--- src/rtl/ex_me_pipe_if.sv ---
// rtl/ex_me_pipe_if.sv - EX-to-ME handshake bundle between the EX stage, the pipe register and the ME stage
interface ex_me_pipe_if #(
    parameter int W = 139
);
    logic         in_valid;
    logic         in_ready;
    logic [W-1:0] in_bus;
    logic         out_valid;
    logic         out_ready;
    logic [W-1:0] out_bus;
    logic         flush;
    logic [1:0]   occupancy;

    // View taken by the pipe register itself.
    modport slave (
        input  in_valid,
        input  in_bus,
        input  out_ready,
        input  flush,
        output in_ready,
        output out_valid,
        output out_bus,
        output occupancy
    );

    // View taken by the surrounding EX/ME logic.
    modport master (
        output in_valid,
        output in_bus,
        output out_ready,
        output flush,
        input  in_ready,
        input  out_valid,
        input  out_bus,
        input  occupancy
    );
endinterface

--- src/rtl/ex_me_pipe.sv ---
// rtl/ex_me_pipe.sv - EX-to-ME pipeline register; EX_ME_SKID_EN selects a two-entry skid buffer
module ex_me_pipe #(
    parameter int W = 139
) (
    input  logic             clk,
    input  logic             rst_n,
    ex_me_pipe_if.slave      io_pipe
);

    // State value doubles as the occupancy count.
    localparam logic [1:0] S_EMPTY = 2'd0;
    localparam logic [1:0] S_ONE   = 2'd1;
`ifdef EX_ME_SKID_EN
    localparam logic [1:0] S_TWO   = 2'd2;
`endif

    logic [1:0]   r_state;
    logic [1:0]   w_state_nxt;
    logic         r_alive;
    logic [W-1:0] r_main;
`ifdef EX_ME_SKID_EN
    logic [W-1:0] r_skid;
    logic         w_load_skid;
    logic         w_load_main_skid;
`endif
    logic         w_load_main_in;
    logic         w_in_ready;
    logic         w_out_valid;
    logic         w_in_fire;
    logic         w_out_fire;

    // Handshake outputs; r_alive keeps in_ready low until the first edge after reset.
    always_comb begin
        w_out_valid = (r_state != S_EMPTY);
`ifdef EX_ME_SKID_EN
        // Skid version: in_ready comes from registered state only.
        w_in_ready  = r_alive & (r_state != S_TWO);
`else
        // Single-entry version: the held entry can be replaced in the cycle it leaves.
        w_in_ready  = r_alive & ((r_state == S_EMPTY) | io_pipe.out_ready);
`endif
        w_in_fire   = io_pipe.in_valid & w_in_ready;
        w_out_fire  = w_out_valid & io_pipe.out_ready;
    end

    // Next-state and payload-load decode; flush overrides every other event.
    always_comb begin
        w_state_nxt      = r_state;
        w_load_main_in   = 1'b0;
`ifdef EX_ME_SKID_EN
        w_load_skid      = 1'b0;
        w_load_main_skid = 1'b0;
`endif
        if (io_pipe.flush) begin
            w_state_nxt = S_EMPTY;
        end else begin
            case (r_state)
                S_EMPTY: begin
                    if (w_in_fire) begin
                        w_state_nxt    = S_ONE;
                        w_load_main_in = 1'b1;
                    end
                end
                S_ONE: begin
                    case ({w_in_fire, w_out_fire})
                        2'b11: begin
                            w_state_nxt    = S_ONE;
                            w_load_main_in = 1'b1;
                        end
`ifdef EX_ME_SKID_EN
                        2'b10: begin
                            w_state_nxt = S_TWO;
                            w_load_skid = 1'b1;
                        end
`endif
                        2'b01: begin
                            w_state_nxt = S_EMPTY;
                        end
                        default: begin
                            w_state_nxt = S_ONE;
                        end
                    endcase
                end
`ifdef EX_ME_SKID_EN
                S_TWO: begin
                    if (w_out_fire) begin
                        w_state_nxt      = S_ONE;
                        w_load_main_skid = 1'b1;
                    end
                end
`endif
                default: begin
                    w_state_nxt = S_EMPTY;
                end
            endcase
        end
    end

    // Control state: asynchronously cleared so outputs drop the moment reset asserts.
    always_ff @(posedge clk or negedge rst_n) begin
        if (!rst_n) begin
            r_state <= S_EMPTY;
        end else begin
            r_state <= w_state_nxt;
        end
    end

    // Reset-release marker: in_ready is allowed high from the first edge after reset.
    always_ff @(posedge clk or negedge rst_n) begin
        if (!rst_n) begin
            r_alive <= 1'b0;
        end else begin
            r_alive <= 1'b1;
        end
    end

    // Main payload register: no reset, only loaded on an accepted transfer.
    always_ff @(posedge clk) begin
        if (w_load_main_in) begin
            r_main <= io_pipe.in_bus;
`ifdef EX_ME_SKID_EN
        end else if (w_load_main_skid) begin
            r_main <= r_skid;
`endif
        end
    end

`ifdef EX_ME_SKID_EN
    // Skid payload register: catches the bus accepted while main is stalled.
    always_ff @(posedge clk) begin
        if (w_load_skid) begin
            r_skid <= io_pipe.in_bus;
        end
    end
`endif

    assign io_pipe.in_ready  = w_in_ready;
    assign io_pipe.out_valid = w_out_valid;
    assign io_pipe.out_bus   = r_main;
    assign io_pipe.occupancy = r_state;

endmodule

--- src/flat_wrapper.sv ---
// flat-port wrapper written by rule: the top's interface ports become plain ports
module ex_me_pipe_flat 
#(
    parameter int W = 139
)
  (clk, rst_n, io_pipe_in_valid, io_pipe_in_bus, io_pipe_out_ready, io_pipe_flush, io_pipe_in_ready, io_pipe_out_valid, io_pipe_out_bus, io_pipe_occupancy);
  ex_me_pipe_if #(.W(W)) io_pipe_i ();
  input  logic clk;
  input  logic rst_n;
  input wire logic [$bits(io_pipe_i.in_valid)-1:0] io_pipe_in_valid;
  input wire logic [$bits(io_pipe_i.in_bus)-1:0] io_pipe_in_bus;
  input wire logic [$bits(io_pipe_i.out_ready)-1:0] io_pipe_out_ready;
  input wire logic [$bits(io_pipe_i.flush)-1:0] io_pipe_flush;
  output wire logic [$bits(io_pipe_i.in_ready)-1:0] io_pipe_in_ready;
  output wire logic [$bits(io_pipe_i.out_valid)-1:0] io_pipe_out_valid;
  output wire logic [$bits(io_pipe_i.out_bus)-1:0] io_pipe_out_bus;
  output wire logic [$bits(io_pipe_i.occupancy)-1:0] io_pipe_occupancy;
  assign io_pipe_i.in_valid = io_pipe_in_valid;
  assign io_pipe_i.in_bus = io_pipe_in_bus;
  assign io_pipe_i.out_ready = io_pipe_out_ready;
  assign io_pipe_i.flush = io_pipe_flush;
  assign io_pipe_in_ready = io_pipe_i.in_ready;
  assign io_pipe_out_valid = io_pipe_i.out_valid;
  assign io_pipe_out_bus = io_pipe_i.out_bus;
  assign io_pipe_occupancy = io_pipe_i.occupancy;
  ex_me_pipe #(.W(W)) u_core (.clk(clk), .rst_n(rst_n), .io_pipe(io_pipe_i));
endmodule
--- config.mk ---
export PLATFORM = sky130hd
export DESIGN_NAME = ex_me_pipe_flat
export DESIGN_NICKNAME = d
export VERILOG_FILES = /design/src/rtl/ex_me_pipe_if.sv /design/src/rtl/ex_me_pipe.sv /design/src/flat_wrapper.sv
export SDC_FILE = /design/constraint.sdc
export NUM_CORES = 1
export LEC_CHECK = 0
export BUFFER_PORTS_ARGS = -buffer_cell sky130_fd_sc_hd__buf_2
export CAP_MARGIN = 20
export CORE_MARGIN = 2
export CORE_UTILIZATION = 32
export CTS_CLUSTER_DIAMETER = 150
export DETAILED_ROUTE_END_ITERATION = 12
export SYNTH_ARGS = -nofsm -noshare
export SYNTH_HDL_FRONTEND = slang
export SYNTH_SLANG_ARGS = --single-unit
--- constraint.sdc ---
create_clock -name clk -period 5.8 [get_ports clk]
set_input_delay 0.29 -clock clk [delete_from_list [all_inputs] [get_ports clk]]
set_output_delay 0.29 -clock clk [all_outputs]
set_load 0.05 [all_outputs]
==> run summary, run 1 <==
status - finished, final reports clean
number of hold-slack violations in the final timing report - 0
mapped cell area - 4290 um2
unrepaired setup endpoints after global routing - false
power density over the cells - 360 nW/um2
vias post-DR - 2,600
switching power - 506 uW
overall track demand over capacity in global routing - 13.5%
total of endpoints with negative setup slack in the final report - 0
deepest level of the CTS H-tree - 4
overflow left after global routing - 0
vias per cell - 4.04
Worst slew margin - 37.4%
die outline height - 120 um
depth of the worst hold-timing path - 2
number of port buffers - 285
Synth Instances - 150
data required time of the worst path - 5830 ps
launch instance of the worst register-to-register path - u_core.io_pipe.occupancy[0]
largest area contributor in the synthesized netlist - edfxtp_1
1st-pass router iterations - 4
Initial Util - 32.6%
max-slew violations - 0
leakage - 2.72 nW
startpoint type of the worst setup path - flip-flop
data arrival time of the critical path - 2560 ps
sequential group share of total power - 49.9%
ratio of cells with drive above 1 in the final layout - 66.5%
maximum achievable frequency - 395 MHz
number of global-route vias before repair - 2,654
number of max-cap violations - 0
number of gates resized after cts - 0
share of the synthesized area in the top cell type - 97.4%
number of top-level pins - 287
syn avg cell area - 28.6 um2
number of design rule violations left after detail routing - 0
most used cells in the layout excluding fill and tap cells - 285 x buf_2, 139 x edfxtp_1, 17 x clkbuf_16, 8 x clkinv_1, 3 x clkbuf_1
insertion delay of the later-clocked pin in the worst-skew pair - 400 ps
global-route wire length before repair - 13,900 um
TritonCTS clock tree - done
largest net degree at the start of global routing - 64
clock group share of total power - 42.0%
critical path class - flip-flop to flip-flop
detailed-route wire length - 9650 um
floorplan die width - 120 um
Gate power share - 8.1%
clock buffer depth - 2
warning count from the yosys run - 0
worst ir drop on vdd - 214 uV
Layout Area Growth over Synthesis - 51.3%
n_diodes - 0
nets - 599
final worst path period need - 2530 ps
most frequent standard cell in the layout excluding fill and tap cells - buf_2
post-CTS setup buffer count - 0
final RePlAce weighted congestion - 0.714
portion of the post-synthesis area used by sequential elements - 98.5%
number of sinks on the clock net - 141
initial antenna violation count - 0
count of different cell masters after synthesis - 9
std cell rows - 42
overall die area - 14,300 um2
setup slack of the most critical reg-to-reg path - 3270 ps
total of flip-flops plus latches after synthesis - 141
worst setup skew after layout - 6.37 ps
HPWL after detailed placement - 7230 um
Worst Path Max Fanout - 63
worst-case reg-to-reg path depth - 3
Critical Path End Type - flip-flop
startpoint of the worst hold path - io_pipe_flush
worst-case hold slack - 42.7 ps
Clock Root Buffer - clkbuf_16
summed negative setup slack over all endpoints - 0 ps
final period utilization - 43.6%
Antenna Nets Post-Route - 0
post-synthesis net count - 294
main area contributors after synthesis - edfxtp_1 97%, dfrtp_1 1.2%, buf_4 0.35%
Switching Fraction - 21.7%
endpoint of the worst-slack reg-to-reg timing path - u_core.io_pipe.out_bus[14]
iteration-0 DRC count of the detailed router - 95
end point of the most critical hold path - u_core.io_pipe.occupancy[0]
internal cell power - 1.83 mW
cts bufs inserted - 17
area of the placeable core - 13,100 um2
pin slew with the least headroom to its limit - 939 ps
routed wirelength normalized by instance count - 15.0 um
Worst-path clk slew - 50 ps
class of the tightest hold or removal check - input port to flip-flop
[critical path, stage by stage, from the launching register on]
cell and delay, ps:
dfrtp_1 420, nand2b_4 90, and4b_4 860, buf_4 730
[how the worst max path moves through the flow]
stage	start	end	slack, ps	cells after the start
2_1_floorplan	u_core.io_pipe.occupancy[0]	u_core.io_pipe.out_bus[0]	1240	2
3_3_place_gp	io_pipe_out_ready	u_core.io_pipe.out_bus[15]	3340	4
3_5_place_dp	u_core.io_pipe.occupancy[0]	u_core.io_pipe.out_bus[20]	3240	3
4_1_cts	u_core.io_pipe.occupancy[0]	u_core.io_pipe.out_bus[14]	3240	3
5_1_grt	u_core.io_pipe.occupancy[0]	u_core.io_pipe.out_bus[14]	3070	3
6_report	u_core.io_pipe.occupancy[0]	u_core.io_pipe.out_bus[14]	3270	3
[flip-flops by register name, summed over array words and instances, names as in the netlist]
register                  cells
u_core.r_alive                1
u_core.io_pipe.occupancy      1
u_core.io_pipe.out_bus      139
[metal layers]
layer  global-route usage [%]  vias to the layer above  wire [um]
li1                         -                     1212          -
met1                     14.3                     1214       3520
met2                     22.1                      158       4930
met3                     6.08                       16        973
met4                     7.94                        0        227
met5                        0                        -          0
[cells in the mapped netlist]
| master | n |
|---|---|
| buf_4 | 2 |
| and2_2 | 1 |
| dfrtp_1 | 2 |
| and4b_1 | 1 |
| nand2_1 | 1 |
| edfxtp_1 | 139 |
| a21oi_1 | 1 |
| conb_1 | 2 |
| nand2b_4 | 1 |
[power groups by stage]
stage | combinational [mW] | sequential (mW) | clock (mW)
floorplan | 0.0173 | 1.28 | 0
global placement | 0.188 | 1.18 | 0
detailed placement | 0.191 | 1.18 | 0
CTS | 0.191 | 1.16 | 1.01
global route | 0.199 | 1.17 | 1.05
finish | 0.189 | 1.16 | 0.981
[stage by stage]
step	worst slack (ps)	util, %	instances	area, um2	power, mW
floorplan	1240	-	150	4290	1.30
global placement	3340	45.2	611	5940	1.37
detailed placement	3240	45.2	611	5940	1.37
CTS	3240	49.4	644	6490	2.36
global route	3070	49.4	644	6490	2.41
finish	3270	49.4	644	6490	2.33
[cell type report]
class                      count  area (um2)
fill                        1169        6650
clock buffer                  20         437
tap                          176         220
timing repair buffer         288        1450
clock inverter                12         103
sequential                   141        4220
multi-input combinational      7        51.3
[kinds of logic (layout without fill, tap and decap cells)]
logic type	Yosys count	in the layout	share of synthesized area (%)
AOI/OAI and AO/OA	1	1	0.117
buffers and inverters	2	320	0.350
DFF	141	141	98.5
other	2	2	0.175
and+or+nand+nor	4	4	0.817
[what timing repair did]
item                       CTS  global route
setup endpoints to repair    0             0
hold buffers                 1             0
hold endpoints to repair     2             0
Note: power is estimated with default switching activity, not from simulation.
==> inputs of run 2 (changes only) <==
PLACE_DENSITY = 0.67   (was not set)
clock period = 2.2 ns   (was 5.8 ns; I/O delays follow)
==> run summary, run 2 <==
count of different cell masters after synthesis - 9
number of port buffers - 285
Initial Util - 32.6%
share of flip-flops with an asynchronous set or reset - 1.42%
floorplan die width - 120 um
number of enable flip-flop cells after synthesis - 139
Post-CTS Hold Fix Bufs - 129
post-synthesis net count - 294
Halt Stage - clock tree synthesis (4_1_cts)
std cell rows - 42
largest area contributor in the synthesized netlist - edfxtp_1
warning count from the yosys run - 0
main combinational cell family by area after synthesis - simple AND/OR/NAND/NOR gates
HPWL after detailed placement - 7600 um
portion of the post-synthesis area used by sequential elements - 98.5%
share of the synthesized area in the top cell type - 97.4%
dominant synthesized flop cell - edfxtp_1
Clock Root Buffer - clkbuf_16
clock buffer depth - 2
xor and xnor area share after synthesis - 0%
mapped cell area - 4290 um2
number of gates resized after cts - 0
number of sinks on the clock net - 141
cts bufs inserted - 17
deepest level of the CTS H-tree - 4
number of top-level pins - 287
total of flip-flops plus latches after synthesis - 141
final RePlAce weighted congestion - 0.751
portion of netlist area occupied by mux cells - 0%
Placed Instance Area - 5960 um2
syn avg cell area - 28.6 um2
synth cell count leaders - 139 x edfxtp_1, 2 x buf_4, 2 x conb_1, 2 x dfrtp_1
status - aborted with a tool error
cell with the most instances after synthesis - edfxtp_1
die outline height - 120 um
main area contributors after synthesis - edfxtp_1 97%, dfrtp_1 1.2%, buf_4 0.35%
post-CTS setup buffer count - 0
synthesized-area fraction occupied by and/or/nand/nor cells - 0.817%
error that halted the flow - [ERROR RSZ-0060] Max buffer count reached.
post-synthesis compound-gate area fraction - 0.117%
share of synthesized cell area in full adder, half adder and majority cells - 0%
Synth Instances - 150
==> run 2: cell counts after synthesis <==
No cell type changed its count.
==> run 2: metrics by stage <==
step | setup WS (ps) | hold slack, ps | setup TNS (ps) | std cells
after global placement | 677 | -101 | 0 | 611
after floorplan | -129 | -186 | -17970 | 150
after detailed placement | 628 | -101 | 0 | 611
==> run 2: cells by family after synthesis <==
| logic type | count (synthesis) |
|---|---|
| AND/OR/NAND/NOR | 4 |
| other | 2 |
| flip-flops | 141 |
| AO/OA/AOI/OAI | 1 |
| buffers and inverters | 2 |
==> inputs of run 3 (changes only) <==
CORE_UTILIZATION = 20   (was 32)
CTS_CLUSTER_DIAMETER = not set   (was 150)
PLACE_DENSITY = not set   (was 0.67)
PLACE_DENSITY_LB_ADDON = 0.15   (was not set)
clock period = 2.9 ns   (was 2.2 ns; I/O delays follow)
==> run summary, run 3 (synthesis results as in run 1) <==
launch instance of the worst register-to-register path - u_core.io_pipe.occupancy[0]
std cell rows - 53
number of hold-slack violations in the final timing report - 0
critical path class - flip-flop to flip-flop
pin slew with the least headroom to its limit - 581 ps
iteration-0 DRC count of the detailed router - 67
die outline height - 150 um
Worst Path Max Fanout - 45
insertion delay of the later-clocked pin in the worst-skew pair - 410 ps
data required time of the worst path - 2990 ps
dpl cells - 711
Worst slew margin - 61.2%
number of gates resized after cts - 0
Antenna Nets Post-Route - 0
n_diodes - 0
summed negative setup slack over all endpoints - 0 ps
Layout fillers - 1,986
nets - 741
final period utilization - 63.7%
data arrival time of the critical path - 1940 ps
Initial Util - 20.4%
cts bufs inserted - 17
Critical Path End Type - flip-flop
maximum achievable frequency - 541 MHz
unrepaired setup endpoints after global routing - false
leakage - 3.36 nW
clock buffer depth - 2
total of endpoints with negative setup slack in the final report - 0
routed wirelength normalized by instance count - 13.5 um
class of the tightest hold or removal check - input port to async pin
total area of sequential cells - 4220 um2
overall die area - 22,600 um2
number of top-level pins - 287
largest net degree at the start of global routing - 46
number of sinks on the clock net - 141
most used cells in the layout excluding fill and tap cells - 285 x buf_2, 142 x dlygate4sd3_1, 139 x edfxtp_1, 17 x clkbuf_16
Finished Layout Cells - 885
worst setup skew after layout - 12.5 ps
vias per cell - 3.59
Placed Instance Area - 6110 um2
number of design rule violations left after detail routing - 0
initial antenna violation count - 0
Worst-path clk slew - 60 ps
launch point of the critical path - u_core.io_pipe.occupancy[0]
Post-CTS Hold Fix Bufs - 142
area of the placeable core - 21,000 um2
TritonCTS clock tree - done
ratio of cells with drive above 1 in the final layout - 52.8%
1st-pass router iterations - 4
final RePlAce weighted congestion - 0.671
vias post-DR - 3,179
final worst path period need - 1850 ps
most frequent standard cell in the layout excluding fill and tap cells - buf_2
Largest register FFs - 139
global-route wire length before repair - 16,700 um
Clock Root Buffer - clkbuf_16
number of global-route vias before repair - 3,313
startpoint type of the worst setup path - flip-flop
power density over the cells - 627 nW/um2
Layout Area Growth over Synthesis - 89.9%
post-CTS setup buffer count - 0
status - finished, final reports clean
overall track demand over capacity in global routing - 9.89%
deepest level of the CTS H-tree - 4
Final Instance Area - 8140 um2
floorplan die width - 150 um
worst ir drop on vdd - 350 uV
max-slew violations - 0
number of max-cap violations - 0
overflow left after global routing - 0
number of port buffers - 285
area of the multi-input gates - 51.3 um2
detailed-route wire length - 11,900 um
run 3: report_power, final:
part | total, mW | switching [mW] | internal (mW)
Clock | 2.25 | 0.871 | 1.37
Combinational | 0.539 | 0.304 | 0.235
Sequential | 2.32 | 0.0138 | 2.31
Total | 5.11 | 1.19 | 3.92
run 3: final timing paths:
kind,endpoint,slack [ps],cells after the start
min in group clk,u_core.io_pipe.out_bus[103],430,2
hold reg to reg,u_core.io_pipe.out_bus[103],980,1
setup / recovery,u_core.io_pipe.out_bus[117],1050,3
setup reg to reg,u_core.io_pipe.out_bus[117],1050,3
max in group asynchronous,u_core.r_alive,2760,2
hold / removal,u_core.io_pipe.occupancy[0],40,2
run 3: area by class of cell:
cell class	count	share of cell area, %
Timing Repair Buffer	430	35.7
Tap cell	275	4.23
Clock buffer	18	5.27
Clock inverter	14	2.26
Multi-Input combinational cell	7	0.630
Sequential cell	141	51.9
run 3: through the flow:
stage / utilization (%) / power (mW) / hold slack, ps / setup slack (ps)
floorplan: - / 2.60 / -151 / 466
global placement: 29.0 / 2.75 / -69.9 / 1090
detailed placement: 29.0 / 2.76 / -66.8 / 1050
CTS: 38.7 / 5.19 / 7.65 / 1030
global route: 38.7 / 5.30 / 18.3 / 962
finish: 38.7 / 5.11 / 36.4 / 1050
run 3: routing by layer:
layer | global-route usage [%] | part of all wire (%)
met1 | 10.2 | 37
met2 | 17.1 | 49
met3 | 4.76 | 12
met4 | 4.25 | 1.4
met5 | 0 | 0
run 3: critical path, stage by stage, from the launching register on:
cell and delay, ps:
dfrtp_1 420, nand2b_4 90, and4b_4 630, buf_12 310
==> inputs of run 4 (changes only) <==
clock period = 1.9 ns   (was 2.9 ns; I/O delays follow)
==> run summary, run 4 (synthesis results as in run 1) <==
overflow left after global routing - 0
area of the placeable core - 21,000 um2
Worst Path Max Fanout - 43
top routing layer in use - met4
data arrival time of the critical path - 1650 ps
deepest level of the CTS H-tree - 4
post-CTS setup buffer count - 0
detailed-route wire length - 12,200 um
Gate power share - 10.7%
number of global-route vias before repair - 3,226
worst-case setup margin in the final layout - 344 ps
n_diodes - 0
Post-CTS Hold Fix Bufs - 143
number of design rule violations left after detail routing - 0
Critical Path End Type - flip-flop
Switching Fraction - 24.0%
number of sinks on the clock net - 141
number of gates resized after cts - 0
clock group share of total power - 43.3%
dpl cells - 713
power density over the cells - 946 nW/um2
initial antenna violation count - 0
insertion delay of the later-clocked pin in the worst-skew pair - 420 ps
Largest register FFs - 139
number of max-cap violations - 0
critical path class - flip-flop to flip-flop
iteration-0 DRC count of the detailed router - 115
global-route wire length before repair - 16,700 um
sum of routed wire segments on met1 - 4520 um
number of top-level pins - 287
Clock Root Buffer - clkbuf_16
nets - 744
clock buffer depth - 2
TritonCTS clock tree - done
Antenna Nets Post-Route - 0
data required time of the worst path - 1990 ps
std cell rows - 53
Layout Area Growth over Synthesis - 90.2%
worst setup skew after layout - 7.91 ps
overall track demand over capacity in global routing - 10.1%
vias post-DR - 3,113
leakage - 3.37 nW
final period utilization - 81.9%
number of hold-slack violations in the final timing report - 0
final worst path period need - 1560 ps
die outline height - 150 um
overall die area - 22,600 um2
most used cells in the layout excluding fill and tap cells - 285 x buf_2, 143 x dlygate4sd3_1, 139 x edfxtp_1, 17 x clkbuf_16, 6 x inv_6
internal cell power - 5.86 mW
ratio of cells with drive above 1 in the final layout - 53.0%
sequential group share of total power - 46.0%
startpoint type of the worst setup path - flip-flop
switching power - 1.85 mW
routed wirelength normalized by instance count - 13.7 um
Layout fillers - 1,945
met2 layer wire length in the routed design - 6520 um
dpl ws - 327 ps
HPWL after detailed placement - 8610 um
wire length on met3 - 970 um
floorplan die width - 150 um
vias per cell - 3.51
Finished Layout Cells - 888
cts bufs inserted - 17
unrepaired setup endpoints after global routing - false
Worst-path clk slew - 60 ps
worst ir drop on vdd - 544 uV
class of the tightest hold or removal check - input port to flip-flop
largest net degree at the start of global routing - 44
number of port buffers - 285
most frequent standard cell in the layout excluding fill and tap cells - buf_2
total of endpoints with negative setup slack in the final report - 0
status - finished, final reports clean
1st-pass router iterations - 4
max-slew violations - 0
maximum achievable frequency - 643 MHz
Initial Util - 20.4%
final RePlAce weighted congestion - 0.683
-- run 4: critical path, cell delays in order, from the launching register on --
cell	delay (ps)
dfrtp_2	430
nand2b_4	80
and4b_4	420
buf_12	280
-- run 4: final timing paths --
kind	startpoint	to	slack (ps)	depth (start not counted)
max reg2reg	u_core.io_pipe.occupancy[0]	u_core.io_pipe.out_bus[131]	340	3
min in group asynchronous	rst_n	u_core.r_alive	530	3
min	io_pipe_in_valid	u_core.io_pipe.out_bus[0]	260	2
min reg2reg	u_core.r_alive	u_core.io_pipe.out_bus[0]	860	1
max	u_core.io_pipe.occupancy[0]	u_core.io_pipe.out_bus[131]	340	3
max in group asynchronous	rst_n	u_core.io_pipe.occupancy[0]	1230	3
-- run 4: cell type report --
type / count / area [um2] / share of cell area [%]
Tap cell: 275 / 344 / 4.22
Clock inverter: 15 / 173 / 2.12
Multi-Input combinational cell: 7 / 51.3 / 0.629
Clock buffer: 17 / 425 / 5.22
Timing Repair Buffer: 433 / 2930 / 36.0
Sequential cell: 141 / 4230 / 51.8
-- run 4: metal layers --
metal	GRT usage [%]	up-vias
met4	4.58	0
met3	3.82	9
li1	-	1510
met5	0	-
met2	17.6	154
met1	10.8	1440
-- run 4: power by group through the flow --
| stage | sequential (mW) | combinational [mW] | clock [mW] |
|---|---|---|---|
| 3_5_place_dp | 3.61 | 0.597 | 0 |
| 3_3_place_gp | 3.61 | 0.594 | 0 |
| 5_1_grt | 3.55 | 0.873 | 3.62 |
| 4_1_cts | 3.55 | 0.835 | 3.47 |
| 6_report | 3.55 | 0.829 | 3.34 |
| 2_1_floorplan | 3.91 | 0.0538 | 0 |
-- run 4: through the flow --
| stage | area [um2] | TNS, ps | hold slack (ps) | util (%) | power [mW] |
|---|---|---|---|---|---|
| floorplan | 4290 | -59670 | -201 | - | 3.96 |
| global placement | 6120 | 0 | -118 | 29.1 | 4.21 |
| detailed placement | 6120 | 0 | -115 | 29.1 | 4.21 |
| CTS | 8150 | 0 | 233 | 38.8 | 7.85 |
| global route | 8150 | 0 | 236 | 38.8 | 8.04 |
| finish | 8150 | 0 | 256 | 38.8 | 7.71 |
